<file path="src/rtl/seq_ctrl_pkg.sv">
// Shared types and constants for the instruction sequencer: state encoding,
// opcode width and the default halt opcode.
package seq_ctrl_pkg;

  localparam int OPCODE_WIDTH = 8;
  localparam logic [OPCODE_WIDTH-1:0] HALT_OPCODE_DEFAULT = 8'hFF;

  // SHALT is appended after SNXT so the original encodings stay put
  typedef enum logic [3:0] {
    SRST   = 4'd0,
    SREAD  = 4'd1,
    SLOAD1 = 4'd2,
    SLOAD2 = 4'd3,
    SLOAD3 = 4'd4,
    SCALC  = 4'd5,
    SWRITE = 4'd6,
    SNXT   = 4'd7,
    SHALT  = 4'd8
  } SequencerState;

  function automatic logic is_active(input SequencerState s);
    return (s != SRST) && (s != SHALT);
  endfunction

endpackage

</file>
<file path="src/rtl/seq_ctrl_counters.sv">
// Performance counters for the sequencer: active cycles and retired
// instructions, both wrapping, with a synchronous clear that wins over counting.
module seq_counters
  import seq_ctrl_pkg::*;
#(
  parameter int CNT_WIDTH = 16
) (
  input  logic                 clk,
  input  logic                 rstn,
  input  logic                 clr_cnt,
  input  SequencerState        q,
  output logic [CNT_WIDTH-1:0] cycle_count,
  output logic [CNT_WIDTH-1:0] instr_count
);

  localparam logic [CNT_WIDTH-1:0] ONE = CNT_WIDTH'(1);

  logic [CNT_WIDTH-1:0] r_cycle_count;
  logic [CNT_WIDTH-1:0] r_instr_count;

  always_ff @(posedge clk or negedge rstn) begin
    if (!rstn) begin
      r_cycle_count <= '0;
      r_instr_count <= '0;
    end else if (clr_cnt) begin
      r_cycle_count <= '0;
      r_instr_count <= '0;
    end else begin
      if (is_active(q)) r_cycle_count <= r_cycle_count + ONE;
      if (q == SNXT)    r_instr_count <= r_instr_count + ONE;
    end
  end

  assign cycle_count = r_cycle_count;
  assign instr_count = r_instr_count;

endmodule

</file>
<file path="src/rtl/seq_ctrl.sv">
// Instruction sequencer with run/halt control, RAM-busy stalls and a halt opcode.
// Optional single-step support is compiled in with the SEQ_STEP_EN macro.
module seq_ctrl
  import seq_ctrl_pkg::*;
#(
  parameter logic [OPCODE_WIDTH-1:0] HALT_OPCODE = HALT_OPCODE_DEFAULT,
  parameter int                      CNT_WIDTH   = 16
) (
  input  logic                    clk,
  input  logic                    rstn,
  input  logic                    run,
  input  logic                    halt_req,
`ifdef SEQ_STEP_EN
  input  logic                    step,
`endif
  input  logic                    clr_cnt,
  input  logic                    ram_busy,
  input  logic [OPCODE_WIDTH-1:0] opcode,
  output SequencerState           q,
  output logic                    halted,
  output logic [CNT_WIDTH-1:0]    cycle_count,
  output logic [CNT_WIDTH-1:0]    instr_count
);

  SequencerState r_q;
  logic          r_halted;
  logic          r_halt_pend;
  logic          r_halt_op;
  logic          r_run_q;
  logic          w_step;
  logic          w_step_mode;
  logic          w_run_rise;
  logic          w_stop;
  logic          w_resume;

`ifdef SEQ_STEP_EN
  logic r_step_mode;

  assign w_step      = step;
  assign w_step_mode = r_step_mode;

  // A step arms one-instruction mode; a run edge returns to free running
  always_ff @(posedge clk or negedge rstn) begin
    if (!rstn) begin
      r_step_mode <= 1'b0;
    end else if (r_q == SHALT && !halt_req) begin
      if (step)            r_step_mode <= 1'b1;
      else if (w_run_rise) r_step_mode <= 1'b0;
    end
  end
`else
  assign w_step      = 1'b0;
  assign w_step_mode = 1'b0;
`endif

  assign w_run_rise = run && !r_run_q;
  // A halt_req arriving during SNXT itself still stops at this boundary
  assign w_stop     = r_halt_pend || halt_req || r_halt_op || w_step_mode;
  assign w_resume   = !halt_req && (w_step || w_run_rise);

  always_ff @(posedge clk or negedge rstn) begin
    if (!rstn) begin
      r_q         <= SRST;
      r_halted    <= 1'b0;
      r_halt_pend <= 1'b0;
      r_halt_op   <= 1'b0;
      r_run_q     <= 1'b0;
    end else begin
      r_run_q <= run;

      case (r_q)
        SRST:   if (run) r_q <= SREAD;
        SREAD:  r_q <= SLOAD1;
        SLOAD1: if (!ram_busy) r_q <= SLOAD2;
        SLOAD2: if (!ram_busy) r_q <= SLOAD3;
        SLOAD3: if (!ram_busy) r_q <= SCALC;
        SCALC:  if (!ram_busy) r_q <= SWRITE;
        SWRITE: if (!ram_busy) r_q <= SNXT;
        SNXT: begin
          if (w_stop) begin
            r_q      <= SHALT;
            r_halted <= 1'b1;
          end else begin
            r_q <= SREAD;
          end
        end
        SHALT: begin
          if (w_resume) begin
            r_q      <= SREAD;
            r_halted <= 1'b0;
          end
        end
        default: begin
          r_q      <= SRST;
          r_halted <= 1'b0;
        end
      endcase

      // A request seen while already halted is absorbed by staying in SHALT
      if (r_q == SNXT && w_stop)
        r_halt_pend <= 1'b0;
      else if (halt_req && is_active(r_q))
        r_halt_pend <= 1'b1;

      if (r_q == SWRITE && !ram_busy)
        r_halt_op <= (opcode == HALT_OPCODE);
      else if (r_q == SNXT)
        r_halt_op <= 1'b0;
    end
  end

  assign q      = r_q;
  assign halted = r_halted;

  seq_counters #(
    .CNT_WIDTH (CNT_WIDTH)
  ) u_counters (
    .clk         (clk),
    .rstn        (rstn),
    .clr_cnt     (clr_cnt),
    .q           (r_q),
    .cycle_count (cycle_count),
    .instr_count (instr_count)
  );

endmodule

</file>
<file path="config.mk">
export PLATFORM = sky130hd
export DESIGN_NAME = seq_ctrl
export DESIGN_NICKNAME = d
export VERILOG_FILES = /design/src/rtl/seq_ctrl_pkg.sv /design/src/rtl/seq_ctrl_counters.sv /design/src/rtl/seq_ctrl.sv
export SDC_FILE = /design/constraint.sdc
export NUM_CORES = 1
export LEC_CHECK = 0
export CAP_MARGIN = 20
export CORE_ASPECT_RATIO = 1.1
export CORE_MARGIN = 2
export CORE_UTILIZATION = 52
export DETAILED_ROUTE_END_ITERATION = 12
export PLACE_DENSITY = 0.95
export SKIP_CTS_REPAIR_TIMING = 1
export SYNTH_ARGS = -nofsm -noshare
export SYNTH_HDL_FRONTEND = slang
export SYNTH_SLANG_ARGS = --single-unit
</file>
<file path="constraint.sdc">
create_clock -name clk -period 5 [get_ports clk]
set_input_delay 1 -clock clk [delete_from_list [all_inputs] [get_ports clk]]
set_output_delay 1 -clock clk [all_outputs]
set_load 0.01 [all_outputs]
</file>
==> metrics.md, run 1 <==
| Metric | Value |
|---|---|
| DP Area | 2537 sq um |
| Synth cell types | 33 |
| Gate Count Post-Synth | 222 |
| Cell Rows | 23 |
| Clock sinks | 40 |
| I/O pins | 51 |
| ANT cells | 0 |
| Ratio of cells with drive above 1 in the final layout | 4.815% |
| Pin count of the biggest net entering global routing | 41 |
| Register area share after synthesis | 49.54% |
| CP max stage delay | 630 ps |
| # fillers | 287 |
| Reg area | 1001 sq um |
| Die ar. | 4401 sq um |
| Synth Area in Compound Gates | 9.474% |
| Worst r2r path cells | 4 |
| Drt drc | 0 |
| Clock Latency Late Sink | 300 ps |
| Syn_area_per_cell | 9.102 sq um |
| Final period util | 50.75% |
| Worst path cell trace | clkdlybuf4s50_1 |
| WL final | 4784 um |
| Synth warn | 0 |
| Placer Congestion | 0.8061 |
| Slew headroom | 41.11% |
| DR iter-0 viols | 184 |
| Status | finished, final reports clean |
| Crit path max-delay family | buffers and inverters |
| Fmax | 394.1 MHz |
| Vias in the first global route | 1725 |
| Clock Tree Buf Depth | 2 |
| Synth area leader | dfrtp_1 |
| Area fraction of the dominant cell type after synthesis | 49.54% |
| Crit path arrival time | 1540 ps |
| Post-layout minimum cycle time | 2538 ps |
| Post-synthesis adder-cell area fraction | 1.238% |
| Area contributors post-synth | dfrtp_1 50%, xnor2_1 6.5%, nor2_1 5.4% |
| RR Endpoint | u_counters.instr_count[15] |
| Via Count | 1849 |
| Chip height | 69.38 um |
| Core box area | 3684 sq um |
| Post-Syn Nets | 238 |
| Hold endpoint | r_halt_pend |
| Max IR drop VDD | 0.2353 mV |
| Skew final | 9.843 ps |
| Pre-antenna DRT Iters | 4 |
| Hold depth | 2 |
| Final Hold Fails | 0 |
| Synth Area in Simple Gates | 26.44% |
| Area of the multi-input gates | 944.7 sq um |
| Critical path required time | 4000 ps |
| CTS buffer count | 5 |
| DIE WIDTH | 63.44 um |
| RSZ-0062 raised after global routing | false |
| Fin. max-slew vios | 0 |
| Layout area overhead | 31.83% |
| Root Buffer | clkbuf_8 |
| NumNets Final | 285 |
| Leak Pwr | 1.022 nW |
| Max Cap Viol | 0 |
| Crit-path max FO | 15 |
| Antenna viol nets, final | 0 |
| Combinational family with the most area after synthesis | simple AND/OR/NAND/NOR gates |
| H-tree depth | 2 |
| Crit Reg-Reg Startpoint | q[2] |
| Worst-margin pin slew | 883.3 ps |
| First-pass GRT wire length | 8031 um |
| Multiplexer share of the synthesized area | 0.4954% |
| Hold WC Path Type | register to register |
| DP HPWL | 3229 um |
| Fin area | 2664 sq um |
| GRT overflow | 0 |
| Initial antenna violation count | 0 |
| PwrDens | 348.2 nW/um^2 |
| Critical path startpoint category | register |
| Setup_tns | 0 ps |
| Setup-failing EPs final | 0 |
| CTS tree | built |
| Worst R2R Setup Slack | 2540 ps |
| Hold Path Origin | r_halt_pend |
| CP bufs+invs | 1 |
| WS Path Type | register to output port |
| XOR/XNOR Fraction of Synth Area | 9.102% |
| Syn Std Cell Area | 2021 sq um |
| Initial core utilization | 54.86% |
| PortBufs | 50 |
| #FFs+latches synth | 40 |
| Slowest cell on crit path | clkdlybuf4s50_1 |
| Vias/cell | 5.778 |
| CP Capture Type | output port |
| Routed length per instance | 14.95 um |
| GRT Resource Usage Total | 23.04% |
| Clock-pin transition on the worst setup and hold timing paths | 80 ps |
==> state kept, by name, indices dropped and copies added (netlist names) <==
name	count
r_run_q	1
q	4
u_counters.cycle_count	16
u_counters.instr_count	16
r_halt_op	1
halted	1
r_halt_pend	1
==> power breakdown <==
part	internal (mW)	switching, mW
logic	0.115	0.115
clock network	0.148	0.119
registers	0.360	0.0712
==> kinds of logic after synthesis <==
logic type	count (synthesis)
compound gates	33
xor+xnor	21
fa+ha+maj	2
buf+inv	19
flops	40
mux	1
simple gates	106
==> cells in the final DEF, fill, tap and decap left out, types with 2 or more instances in the layout <==
cell type / count
a21oi_1: 14
a31o_2: 2
clkbuf_8: 5
clkdlybuf4s50_1: 49
dfrtp_1: 40
ha_1: 2
inv_1: 7
nand2_1: 21
nand3_1: 9
nand4_1: 13
nor2_1: 29
nor3_1: 9
nor3b_1: 2
nor4_1: 6
nor4b_1: 2
o21ai_0: 11
or3_1: 6
or4_1: 4
xnor2_1: 15
xor2_1: 6
==> cell usage after synthesis, drive strengths merged <==
master / instances
a21oi: 14
a22oi: 1
a311o: 1
a311oi: 1
a31o: 2
a31oi: 1
and3: 1
and4b: 1
buf: 2
clkbuf: 10
dfrtp: 40
ha: 2
inv: 7
mux2i: 1
nand2: 21
nand2b: 1
nand3: 9
nand4: 13
nand4b: 1
nor2: 29
nor2b: 1
nor3: 9
nor3b: 2
nor4: 6
nor4b: 2
o21ai: 11
o31ai: 1
o41ai: 1
or3: 6
or4: 4
xnor2: 15
xor2: 6
==> worst register-to-register path, stage by stage (launching register included) <==
cell and delay, ps:
dfrtp_1 610, nand4b_1 500, or4_1 720, or4_1 490, nand2_1 100
==> metrics by stage <==
stage                     power [mW]  hold slack (ps)  worst slack, ps  util, %  cells
final                         0.9276            511.9             2462    72.32    320
after floorplan               0.5619            463.7             3186        -    222
after global placement        0.6536            483.8             2112    68.89    311
after CTS                     0.9300            513.9             2380    71.91    319
after global routing          0.9796            529.4             2410    72.32    320
after detailed placement      0.6620            500.8             2068    68.89    311
==> cell type report <==
| cell class | count | area share (%) |
|---|---|---|
| flip-flops and latches | 40 | 37.58 |
| multi-input cells | 163 | 35.46 |
| repair buffers | 52 | 19.45 |
| clock buffers | 5 | 2.583 |
| well taps | 50 | 2.349 |
| clock inverters | 3 | 1.597 |
| inverters | 7 | 0.9864 |
==> worst max path at each step <==
stage,depth (start not counted),slack [ps],from,endpoint
finish,1,2460,q[2],q[2]
detailed placement,3,2070,clr_cnt,u_counters.instr_count[15]
floorplan,5,3190,q[0],u_counters.instr_count[15]
global placement,3,2110,clr_cnt,u_counters.instr_count[15]
global route,1,2410,q[3],q[3]
CTS,3,2380,clr_cnt,u_counters.instr_count[15]
==> per-layer routing <==
metal	up-vias	track usage [%]	part of all wire, %	routed length (um)
li1	875	-	-	-
met4	0	9.903	1.7	82
met2	62	37.78	52	2467
met5	-	0	0	0
met1	902	29.03	42	2004
met3	10	5.357	4.8	228
No activity file was read; power rests on OpenSTA's default activity.
==> run 2: changes to the inputs <==
--- a/config.mk
+++ b/config.mk
@@ -8,9 +8,9 @@
 export CAP_MARGIN = 20
 export CORE_ASPECT_RATIO = 1.1
 export CORE_MARGIN = 2
-export CORE_UTILIZATION = 52
+export CORE_UTILIZATION = 49
 export DETAILED_ROUTE_END_ITERATION = 12
-export PLACE_DENSITY = 0.95
+export PLACE_DENSITY = 0.91
 export SKIP_CTS_REPAIR_TIMING = 1
 export SYNTH_ARGS = -nofsm -noshare
 export SYNTH_HDL_FRONTEND = slang
==> constraint.sdc (replaced) <==
create_clock -name clk -period 2.35 [get_ports clk]
set_input_delay 0.47 -clock clk [delete_from_list [all_inputs] [get_ports clk]]
set_output_delay 0.47 -clock clk [all_outputs]
set_load 0.01 [all_outputs]
==> run 2 against run 1 <==
Compared with the run above:
- utilization shrank 5.0 points
- power grew 100%
- critical path depth grew 3
- final area grew 0.24%
- clock power grew 75%
- largest power group unchanged
==> metrics.md, run 2 (synthesis results as in run 1) <==
| Metric | Value |
|---|---|
| Fin area | 2670 sq um (+0.24%) |
| DR iter-0 viols | 143 (-22%) |
| Most used routing layer in global routing | met2 |
| Pre-antenna DRT Iters | 4 (unchanged) |
| CTS buffer count | 5 (unchanged) |
| First-pass GRT wire length | 7721 um (-3.9%) |
| Net switching power | 631.8 uW (+110%) |
| Grt met2 use | 34.69% (-3.1 points) |
| Max IR drop VDD | 0.4025 mV (+71%) |
| Root Buffer | clkbuf_8 |
| Via Count | 1881 (+1.7%) |
| Pin count of the biggest net entering global routing | 41 (unchanged) |
| Met3 Use GR | 6.122% (+0.77 points) |
| Drt drc | 0 (unchanged) |
| ANT cells | 0 (unchanged) |
| Worst path cell trace | nand4b_1 > or4_1 > or4_1 > nand2_1 |
| Post-layout minimum cycle time | 1984 ps |
| Vias/cell | 5.770 (-0.14%) |
| DP HPWL | 3297 um (+2.1%) |
| Die ar. | 4654 sq um (+5.7%) |
| Seq pwr share | 46.0% (-0.5 points) |
| GRT overflow | 0 (unchanged) |
| Final Hold Fails | 0 (unchanged) |
| Worst-margin pin slew | 875.4 ps (-7.918 ps) |
| Crit path arrival time | 2220 ps (+680 ps) |
| Max Cap Viol | 0 (unchanged) |
| Core box area | 3964 sq um (+7.6%) |
| Vias in the first global route | 1756 (+1.8%) |
| RSZ-0062 raised after global routing | false |
| M1 GR Usage | 26.14% (-2.9 points) |
| I/O pins | 51 (unchanged) |
| Commonest cells after routing, fill and taps aside | 49 x clkdlybuf4s50_1, 40 x dfrtp_1, 29 x nor2_1, 21 x nand2_1, 15 x xnor2_1 |
| Most common cell after layout, fill and taps aside | clkdlybuf4s50_1 |
| WL final | 4626 um (-3.3%) |
| Chip height | 71.35 um (+2.8%) |
| CP bufs+invs | 0 (-1) |
| Layout area overhead | 32.14% |
| Critical path startpoint category | register |
| Slew headroom | 41.64% (+0.53 points) |
| CP Capture Type | register |
| Fin. max-slew vios | 0 (unchanged) |
| Crit path max-delay family | simple AND/OR/NAND/NOR gates |
| Leak Pwr | 1.036 nW (+1.3%) |
| Clock Latency Late Sink | 290 ps (about the same) |
| Fmax | 504.0 MHz |
| Final period util | 84.44% |
| Setup-failing EPs final | 0 (unchanged) |
| PwrDens | 710.2 nW/um^2 (+100%) |
| WS Path Type | register to register |
| Routed length per instance | 14.19 um (-5.1%) |
| Clock-pin transition on the worst setup and hold timing paths | 70 ps (about the same) |
| Status | finished, final reports clean |
| Initial core utilization | 50.98% (-3.9 points) |
| NumNets Final | 289 (+1.4%) |
| CP most frequent cell | or4_1 |
| Cell Rows | 24 (+4.3%) |
| Crit-path max FO | 13 (-2) |
| Setup_tns | 0 ps (unchanged) |
| PortBufs | 50 (unchanged) |
| Skew final | 5.167 ps (-4.677 ps) |
| Internal | 1.265 mW (+100%) |
| Clk network pwr share | 24.6% (-4.2 points) |
| Critical path required time | 2580 ps (-1420 ps) |
| Combinational Power Share | 29.4% (+4.6 points) |
| H-tree depth | 2 (unchanged) |
| Switch share | 33.31% (+0.38 points) |
| Clock Tree Buf Depth | 2 (unchanged) |
| GRT Resource Usage Total | 21.58% (-1.5 points) |
| Placer Congestion | 0.8085 (+0.30%) |
| Hold WC Path Type | input port to asynchronous set/reset pin |
| Overall Power | 1.896 mW (+100%) |
| DIE WIDTH | 65.23 um (+2.8%) |
| Clock sinks | 40 (unchanged) |
| CP max stage delay | 600 ps (-30 ps) |
| Antenna viol nets, final | 0 (unchanged) |
| Ratio of cells with drive above 1 in the final layout | 6.204% (+1.4 points) |
| CTS tree | built |
| Initial antenna violation count | 0 (unchanged) |
| DP Area | 2577 sq um (+1.6%) |
| Slowest cell on crit path | or4_1 |
[run 2: changes by cell type in the layout (fill, tap and decap cells not counted)]
| cell | before | now |
|---|---|---|
| buf_4 | 1 | 6 |
| clkinvlp_4 | 1 | 0 |
| clkinv_2 | 1 | 2 |
| buf_8 | 1 | 0 |
| bufinv_16 | 1 | 0 |
| clkbuf_8 | 5 | 6 |
[run 2: final cells by class]
cell class | count | area, sq um
fill | 320 | 1294
sequential | 40 | 1001
multi-input combinational | 163 | 944.7
timing repair buffer | 56 | 540.5
clock buffer | 6 | 82.58
tap | 52 | 65.06
inverter | 7 | 26.28
clock inverter | 2 | 10.01
[run 2: per-stage QoR]
step | hold WS [ps] | std cells | utilization, % | setup slack [ps]
6_report | 290.1 | 326 | 67.36 | 365.7
5_1_grt | 353.7 | 326 | 67.36 | 230.2
4_1_cts | 314.0 | 326 | 67.36 | 360.8
3_5_place_dp | 488.7 | 318 | 65.03 | 364.8
3_3_place_gp | 479.4 | 318 | 65.03 | 419.3
2_1_floorplan | 174.4 | 222 | - | 535.8
[run 2: path summary, 6_finish.rpt]
check                      slack, ps  cells after the start                          to         from
setup / recovery                 370                      4  u_counters.instr_count[15]         q[1]
hold / removal                   290                      1  u_counters.instr_count[10]         rstn
setup reg to reg                 370                      4  u_counters.instr_count[15]         q[1]
hold reg to reg                  500                      2                 r_halt_pend  r_halt_pend
max in group asynchronous       1510                      1   u_counters.instr_count[0]         rstn
min in group clk                 500                      2                 r_halt_pend  r_halt_pend
[run 2: worst reg2reg max path, cell delays in order (launching register included)]
cell	delay [ps]
dfrtp_1	550
nand4b_1	230
or4_1	600
or4_1	480
nand2_1	80
[run 2: per-layer routing]
metal,up-vias,part of all wire (%)
li1,885,-
met1,913,41
met2,73,50
met3,10,6.4
met4,0,2.4
met5,-,0
[run 2: power by group through the flow]
stage | Combinational (mW) | Clock (mW) | Sequential [mW]
final | 0.558 | 0.467 | 0.872
after global routing | 0.612 | 0.521 | 0.886
after CTS | 0.559 | 0.478 | 0.870
after detailed placement | 0.554 | 0 | 0.885
after global placement | 0.540 | 0 | 0.879
after floorplan | 0.324 | 0 | 0.871
==> run 3: changes to the inputs <==
--- a/config.mk
+++ b/config.mk
@@ -8,9 +8,9 @@
 export CAP_MARGIN = 20
 export CORE_ASPECT_RATIO = 1.1
 export CORE_MARGIN = 2
-export CORE_UTILIZATION = 49
+export CORE_UTILIZATION = 44
 export DETAILED_ROUTE_END_ITERATION = 12
-export PLACE_DENSITY = 0.91
+export PLACE_DENSITY = 0.87
 export SKIP_CTS_REPAIR_TIMING = 1
 export SYNTH_ARGS = -nofsm -noshare
 export SYNTH_HDL_FRONTEND = slang
==> constraint.sdc (replaced) <==
create_clock -name clk -period 1.6 [get_ports clk]
set_input_delay 0.32 -clock clk [delete_from_list [all_inputs] [get_ports clk]]
set_output_delay 0.32 -clock clk [all_outputs]
set_load 0.01 [all_outputs]
==> run 3 against run 2 <==
Compared with the run above:
- power up 72%
- combinational power up 88%
- setup slack worse by 590 ps
- sequential power up 43%
- non-clock buffer count up 47
- utilization up 7.7 points
- count of clock-buffer cells in the layout down 1
- the flow now finishes with violations (setup timing)
- critical path depth unchanged
- sequential share of layout area down 6.7 points
- wire length up 38%
- critical path type unchanged
- die area up 11%
- first-iteration DRC count up 41%
==> metrics.md, run 3 (synthesis results as in run 1) <==
| Metric | Value |
|---|---|
| Status | complete, but fails checks |
| Violated checks | setup timing |
| Util after Layout | 75.08% (+7.7 points) |
| DP HPWL | 4045 um (+23%) |
| Vias in the first global route | 2014 (+15%) |
| WS Path Type | register to register |
| Critical path startpoint category | register |
| Fin area | 3264 sq um (+22%) |
| Chip height | 75.08 um (+5.2%) |
| Antenna viol nets, final | 0 (unchanged) |
| Worst path cell trace | nand4b_1 > or4_4 > or3_1 > a21oi_1 |
| # fillers | 289 (-9.7%) |
| Critical Path Sink | u_counters.instr_count[14] |
| Cell Rows | 25 (+4.2%) |
| Worst-margin pin slew | 366.0 ps (-509.3 ps) |
| Initial antenna violation count | 0 (unchanged) |
| CP startpoint | q[3] |
| Clock sinks | 40 (unchanged) |
| WL final | 6407 um (+38%) |
| RSZ-0062 raised after global routing | true |
| Pin count of the biggest net entering global routing | 41 (unchanged) |
| Pre-CTS setup slack | -94.95 ps (-459.7 ps) |
| Skew final | 7.835 ps (+2.668 ps) |
| Crit-path max FO | 3 (-10) |
| CP Capture Type | register |
| Commonest cells after routing, fill and taps aside | 49 x buf_4, 37 x dfrtp_1, 29 x nor2_1, 29 x dlymetal6s2s_1 |
| NumNets Final | 336 (+16%) |
| Setup-failing EPs final | 14 (+14) |
| RR Endpoint | u_counters.instr_count[14] |
| Clock-pin transition on the worst setup and hold timing paths | 80 ps (about the same) |
| Root Buffer | clkbuf_8 |
| CTS tree | built |
| Ratio of cells with drive above 1 in the final layout | 25.62% (+19 points) |
| Drt drc | 0 (unchanged) |
| Fmax | 546.8 MHz (+8.5%) |
| Pre-antenna DRT Iters | 7 (+3) |
| Crit Reg-Reg Startpoint | q[3] |
| Area of the multi-input gates | 1049 sq um (+11%) |
| Setup_tns | -1073 ps (-1073 ps) |
| Clock Latency Late Sink | 300 ps (about the same) |
| Worst r2r path cells | 4 (unchanged) |
| GRT Resource Usage Total | 23.71% (+2.1 points) |
| Fin. max-slew vios | 0 (unchanged) |
| Max Cap Viol | 0 (unchanged) |
| Non-Filler Instances | 374 (+15%) |
| DIE WIDTH | 68.62 um (+5.2%) |
| Slowest cell on crit path | or4_4 |
| PortBufs | 50 (unchanged) |
| Slew headroom | 75.25% (+34 points) |
| Layout area overhead | 61.55% |
| Critical path required time | 1810 ps (-770 ps) |
| H-tree depth | 2 (unchanged) |
| DP Area | 2897 sq um (+12%) |
| Max IR drop VDD | 0.7083 mV (+76%) |
| Hold_ws | 523.5 ps (+233.4 ps) |
| Routed length per instance | 17.13 um (+21%) |
| Post-layout minimum cycle time | 1829 ps (-155.3 ps) |
| CP max stage delay | 600 ps (about the same) |
| Worst setup margin | -228.9 ps (-594.7 ps) |
| Initial core utilization | 46.47% (-4.5 points) |
| Placed cells | 357 (+12%) |
| Most common cell after layout, fill and taps aside | buf_4 |
| Clock Tree Buf Depth | 2 (unchanged) |
| CTS buffer count | 5 (unchanged) |
| Leak Pwr | 1.852 nW (+79%) |
| PwrDens | 1001 nW/um^2 (+41%) |
| Final Hold Fails | 0 (unchanged) |
| Hold WC Path Type | input port to asynchronous set/reset pin |
| Vias/cell | 5.853 (+1.4%) |
| I/O pins | 51 (unchanged) |
| ANT cells | 0 (unchanged) |
| Overall Power | 3.269 mW (+72%) |
| Placer Congestion | 0.8639 (+6.9%) |
| Worst R2R Setup Slack | -230 ps (-590 ps) |
| Die ar. | 5151 sq um (+11%) |
| Via Count | 2189 (+16%) |
| DR iter-0 viols | 202 (+41%) |
| Reg area | 1005 sq um (+0.37%) |
| GRT overflow | 0 (unchanged) |
| First-pass GRT wire length | 9149 um (+18%) |
| Crit path arrival time | 2040 ps (-180 ps) |
| Core box area | 4348 sq um (+9.7%) |
| Final period util | 114.3% (+30 points) |
[run 3: cell type report]
class | instances | area share (%)
timing repair buffer | 103 | 30.28
inverter | 7 | 0.8049
sequential | 40 | 30.78
clock buffer | 5 | 2.108
multi-input combinational | 163 | 32.12
clock inverter | 2 | 1.840
tap | 54 | 2.070
[run 3: how the worst min path moves through the flow]
| stage | startpoint | endpoint | slack, ps | cells after the start |
|---|---|---|---|---|
| after CTS | rstn | u_counters.instr_count[7] | -20 | 2 |
| final | rstn | u_counters.instr_count[9] | 520 | 3 |
| after global placement | rstn | u_counters.instr_count[11] | 300 | 2 |
| after detailed placement | rstn | u_counters.instr_count[11] | 300 | 2 |
| after global routing | rstn | u_counters.instr_count[7] | 540 | 3 |
| after floorplan | rstn | halted | 20 | 0 |
[run 3: report_power, final]
group | total, mW | leakage [nW] | internal (mW) | switching [mW]
registers | 1.25 | 0.534 | 1.13 | 0.118
logic | 1.05 | 1.25 | 0.486 | 0.564
clock network | 0.972 | 0.0642 | 0.614 | 0.357
total | 3.27 | 1.85 | 2.23 | 1.04
[run 3: worst max-delay path: cells and delay by family (launching register included)]
kind / cells / cell delay (ps)
compound gates: 1 / 170
simple gates: 3 / 1200
flops: 1 / 380
[run 3: routing by layer]
metal / part of all wire [%] / routed length, um / GRT usage, %
met1: 39 / 2510 / 29.29
met2: 51 / 3299 / 40.06
met3: 6.1 / 390 / 3.886
met4: 3.2 / 206 / 11.33
met5: 0 / 0 / 0
==> variant 1 (settings of run 2) <==
Add a define of `SEQ_STEP_EN`.
--- a/src/rtl/seq_ctrl.sv
+++ b/src/rtl/seq_ctrl.sv
@@ -1,5 +1,7 @@
 // Instruction sequencer with run/halt control, RAM-busy stalls and a halt opcode.
 // Optional single-step support is compiled in with the SEQ_STEP_EN macro.
+`define SEQ_STEP_EN
+
 module seq_ctrl
   import seq_ctrl_pkg::*;
 #(
Ports: changed (added step); port bits go from 51 to 52. No check against the original RTL was run, so the function may have changed too.
==> variant 1 against run 2 <==
Count of clock-buffer cells in the layout is 1 lower; sequential cell count is 1 higher; power is 0.44% lower; worst setup slack worse by 29 ps; sequential power is 7.1% higher; wire length is 4.2% lower; design area is 1.5% higher; synthesized area is 3.0% higher; clock power is 2% lower; critical path type unchanged; largest cell class unchanged; largest power group unchanged.
==> variant 1: results (changes against run 2) <==
* Synth cell count leaders: 41 x dfrtp_1, 26 x nor2_1, 19 x nand2_1, 16 x a21oi_1, 12 x nand3_1
* Register area share after synthesis at 0.493 (-0.00227)
* Leak at 1.05 nW (+1.6%)
* Most used flip-flop cell after synthesis: dfrtp_1
* Global-route wire length before repair at 7410 um (-4.0%)
* Peak supply drop at 0.729 mV (+81%)
* IO buf count at 51 (+2.0%)
* Compound-Gate Fraction of Synth Area at 0.0866 (-0.00815)
* Synth cell types at 39 (+18%)
* Internal at 1.25 mW (-0.98%)
* Outcome: finished, final reports clean
* GPL Wtd Cong at 0.889 (+10%)
* Tot GR Track Use at 0.201 (-0.0151)
* DR iter-0 viols at 150 (+4.9%)
* Largest net degree at the start of global routing at 42 (+2.4%)
* Post-DP HPWL at 3200 um (-2.9%)
* Routed len/inst at 13.8 um (-2.7%)
* WP data arrival at 2240 ps (+20 ps)
* Routed vias at 1789 (-4.9%)
* Synth Area in XOR/XNOR at 0.0842 (-0.00684)
* Layout cells sized above 1 at 0.0669 (+0.00487)
* Mapped Nets at 234 (-1.7%)
* Area share of fa/ha/maj cells after synthesis at 0.0120 (-0.000357)
* Top cell type's share of synthesized area at 0.493 (-0.00227)
* Dominant cells by area after synthesis: dfrtp_1 49%, nor2_1 4.7%, xnor2_1 4.6%
* Vias in the first global route at 1620 (-7.7%)
* Slew HR at 0.411 (-0.00518)
* Clock skew at 7.77 ps (+2.60 ps)
* Maxcap violations at 0 (unchanged)
## variant 1: power groups by stage
stage | registers [mW] | clock network [mW] | logic (mW)
finish | 0.934 | 0.457 | 0.497
global route | 0.946 | 0.497 | 0.542
CTS | 0.929 | 0.468 | 0.504
detailed placement | 0.939 | 0 | 0.501
global placement | 0.932 | 0 | 0.490
floorplan | 0.902 | 0 | 0.326
## variant 1: area by class of cell
| cell class | instances | area, um2 |
|---|---|---|
| multi-input cells | 160 | 982 |
| repair buffers | 54 | 528 |
| clock buffers | 5 | 68.8 |
| well taps | 52 | 65.1 |
| inverters | 6 | 22.5 |
| clock inverters | 3 | 17.5 |
| fillers | 316 | 1310 |
| flip-flops and latches | 41 | 1030 |
## variant 1: per-stage QoR
stage	hold slack [ps]	power [mW]	worst slack [ps]	std cells	instance area, um2
after floorplan	174	1.23	456	217	2080
after global placement	490	1.42	420	313	2620
after detailed placement	494	1.44	372	313	2620
after CTS	317	1.90	342	321	2710
after global routing	350	1.99	198	321	2710
final	283	1.89	337	321	2710
## variant 1: worst paths after layout
kind | from | to | slack (ps) | cells past startpoint
setup / recovery | q[0] | u_counters.instr_count[12] | 340 | 4
hold / removal | rstn | u_counters.cycle_count[14] | 280 | 1
setup reg to reg | q[0] | u_counters.instr_count[12] | 340 | 4
hold reg to reg | r_step_mode | r_step_mode | 520 | 1
max in group asynchronous | rstn | u_counters.instr_count[14] | 1510 | 1
min in group clk | r_step_mode | r_step_mode | 520 | 1
## variant 1: cells by family after synthesis
| kind of cell | count (synthesis) |
|---|---|
| flip-flops | 41 |
| AND/OR/NAND/NOR | 104 |
| buffers and inverters | 16 |
| adder cells (fa/ha/maj) | 2 |
| AO/OA/AOI/OAI | 31 |
| XOR/XNOR | 20 |
| multiplexers | 3 |
## variant 1: per-layer routing
layer | global-route usage | up-vias | share of wire
met5 | 0 | - | 0
met1 | 0.271 | 842 | 0.44
li1 | - | 875 | -
met2 | 0.323 | 66 | 0.49
met3 | 0.0465 | 6 | 0.061
met4 | 0.0590 | 0 | 0.012
## variant 1: worst max-delay path, stage by stage (launching register included)
cell and delay, ps:
dfrtp_1 600, nand4b_4 220, or3_4 470, or4_1 510, a21oi_1 150
==> variant 2 (settings of run 2) <==
Made on the original files. Register the inputs `clr_cnt`, `ram_busy` and `opcode` before use, with the module's reset. The logic sees them one clock later. The other inputs are not delayed to match.
--- a/src/rtl/seq_ctrl.sv
+++ b/src/rtl/seq_ctrl.sv
@@ -21,6 +21,22 @@
   output logic [CNT_WIDTH-1:0]    cycle_count,
   output logic [CNT_WIDTH-1:0]    instr_count
 );
+
+  logic clr_cnt_q;
+  logic ram_busy_q;
+  logic [OPCODE_WIDTH-1:0] opcode_q;
+
+  always_ff @(posedge clk or negedge rstn) begin
+    if (!rstn) begin
+      clr_cnt_q  <= '0;
+      ram_busy_q <= '0;
+      opcode_q   <= '0;
+    end else begin
+      clr_cnt_q  <= clr_cnt;
+      ram_busy_q <= ram_busy;
+      opcode_q   <= opcode;
+    end
+  end
 
   SequencerState r_q;
   logic          r_halted;
@@ -71,11 +87,11 @@
       case (r_q)
         SRST:   if (run) r_q <= SREAD;
         SREAD:  r_q <= SLOAD1;
-        SLOAD1: if (!ram_busy) r_q <= SLOAD2;
-        SLOAD2: if (!ram_busy) r_q <= SLOAD3;
-        SLOAD3: if (!ram_busy) r_q <= SCALC;
-        SCALC:  if (!ram_busy) r_q <= SWRITE;
-        SWRITE: if (!ram_busy) r_q <= SNXT;
+        SLOAD1: if (!ram_busy_q) r_q <= SLOAD2;
+        SLOAD2: if (!ram_busy_q) r_q <= SLOAD3;
+        SLOAD3: if (!ram_busy_q) r_q <= SCALC;
+        SCALC:  if (!ram_busy_q) r_q <= SWRITE;
+        SWRITE: if (!ram_busy_q) r_q <= SNXT;
         SNXT: begin
           if (w_stop) begin
             r_q      <= SHALT;
@@ -102,8 +118,8 @@
       else if (halt_req && is_active(r_q))
         r_halt_pend <= 1'b1;
 
-      if (r_q == SWRITE && !ram_busy)
-        r_halt_op <= (opcode == HALT_OPCODE);
+      if (r_q == SWRITE && !ram_busy_q)
+        r_halt_op <= (opcode_q == HALT_OPCODE);
       else if (r_q == SNXT)
         r_halt_op <= 1'b0;
     end
@@ -117,7 +133,7 @@
   ) u_counters (
     .clk         (clk),
     .rstn        (rstn),
-    .clr_cnt     (clr_cnt),
+    .clr_cnt     (clr_cnt_q),
     .q           (r_q),
     .cycle_count (cycle_count),
     .instr_count (instr_count)
Formal check against the unedited RTL: not equivalent (a bounded check fails within 4 cycles, from zero or initial values and one cycle with rstn low).
==> variant 2 against run 2 <==
Non-clock buffer count fell by 2; design area rose by 9.9%; maximum frequency fell by 1.6%; sequential cell count rose by 10; die area rose by 12%; clock skew rose by 5.8 ps; first-iteration DRC count fell by 19%; power rose by 11%; sequential power rose by 23%; wire length rose by 2.4%; synthesized area rose by 13%; count of clock-buffer cells in the layout fell by 1; worst setup slack got worse by 33 ps; utilization fell by 2.9 points.
==> variant 2: results (changes against run 2) <==
* Outcome: finished, final reports clean
* Routed vias at 1909 (+1.5%)
* Routed len/inst at 14.1 um (-0.37%)
* Peak supply drop at 0.580 mV (+44%)
* Synth cell count leaders: 50 x dfrtp_1, 25 x nand2_1, 24 x nor2_1, 19 x a21oi_1, 14 x o21ai_0
* Fmax at 496 MHz (-1.6%)
* Synth Area in XOR/XNOR at 0.0690 (-0.0221)
* Register area share after synthesis at 0.547 (+0.0520)
* Mux cell area share after synthesis at 0.00438 (-0.000575)
* Combinational Power Share at 0.214 (-0.080)
* Post-route insts no fill at 335 (+2.8%)
* R2r setup slk at 330 ps (-30 ps)
* Vias in the first global route at 1799 (+2.4%)
* Critical path origin: q[2]
* WP data arrival at 2240 ps (+20 ps)
* Layout Nets at 294 (+1.7%)
* Dominant cells by area after synthesis: dfrtp_1 55%, a21oi_1 4.2%, nand2_1 4.1%
* WL met2 at 2480 um (+7.5%)
* GRT met2 Usage at 0.337 (-0.0104)
* Seq power at 1.07 mW (+23%)
* Global Route met3 Usage at 0.0595 (-0.00170)
* GPL Wtd Cong at 0.803 (-0.63%)
* TritonRoute pass-1 iters at 5 (+1)
* Pre-CTS setup slack at 365 ps (+0.262 ps)
* Compound-Gate Fraction of Synth Area at 0.0930 (-0.00169)
* Post-DP HPWL at 3470 um (+5.2%)
* Mean Syn Cell Area at 10.0 um2 (+10%)
* Largest net degree at the start of global routing at 24 (-41%)
* M1 wire length at 1910 um (about the same)
* Clock skew at 11.0 ps (+5.79 ps)
* Synth cell types at 36 (+9.1%)
* Global-route wire length before repair at 7850 um (+1.7%)
* Tot GR Track Use at 0.191 (-0.0252)
* Worst slew pin tran at 662 ps (-213 ps)
* Hold WS at 70.9 ps (-219 ps)
==> variant 2: changes by cell type in the layout (fill, tap and decap cells not counted), sizes merged, moves of 3 or more <==
cell and delta:
xor2 +4, dfrtp +10, nand2 +4, xnor2 -7, o21ai +3, nand4 -4
and3 +5, inv -6, nor2 -5, a21oi +5
==> variant 2: critical path: stages, from the launching register on <==
cell and delay, ps:
dfrtp_1 590, nand4b_4 230, or4_4 620, or3_1 360, a21oi_1 150
==> variant 2: area by class of cell <==
class | count | area, um2 | share of cell area
sequential | 50 | 1250 | 0.426
multi-input combinational | 166 | 976 | 0.332
timing repair buffer | 54 | 526 | 0.179
tap | 56 | 70.1 | 0.0239
clock buffer | 5 | 68.8 | 0.0234
clock inverter | 3 | 40.0 | 0.0136
inverter | 1 | 3.75 | 0.00128
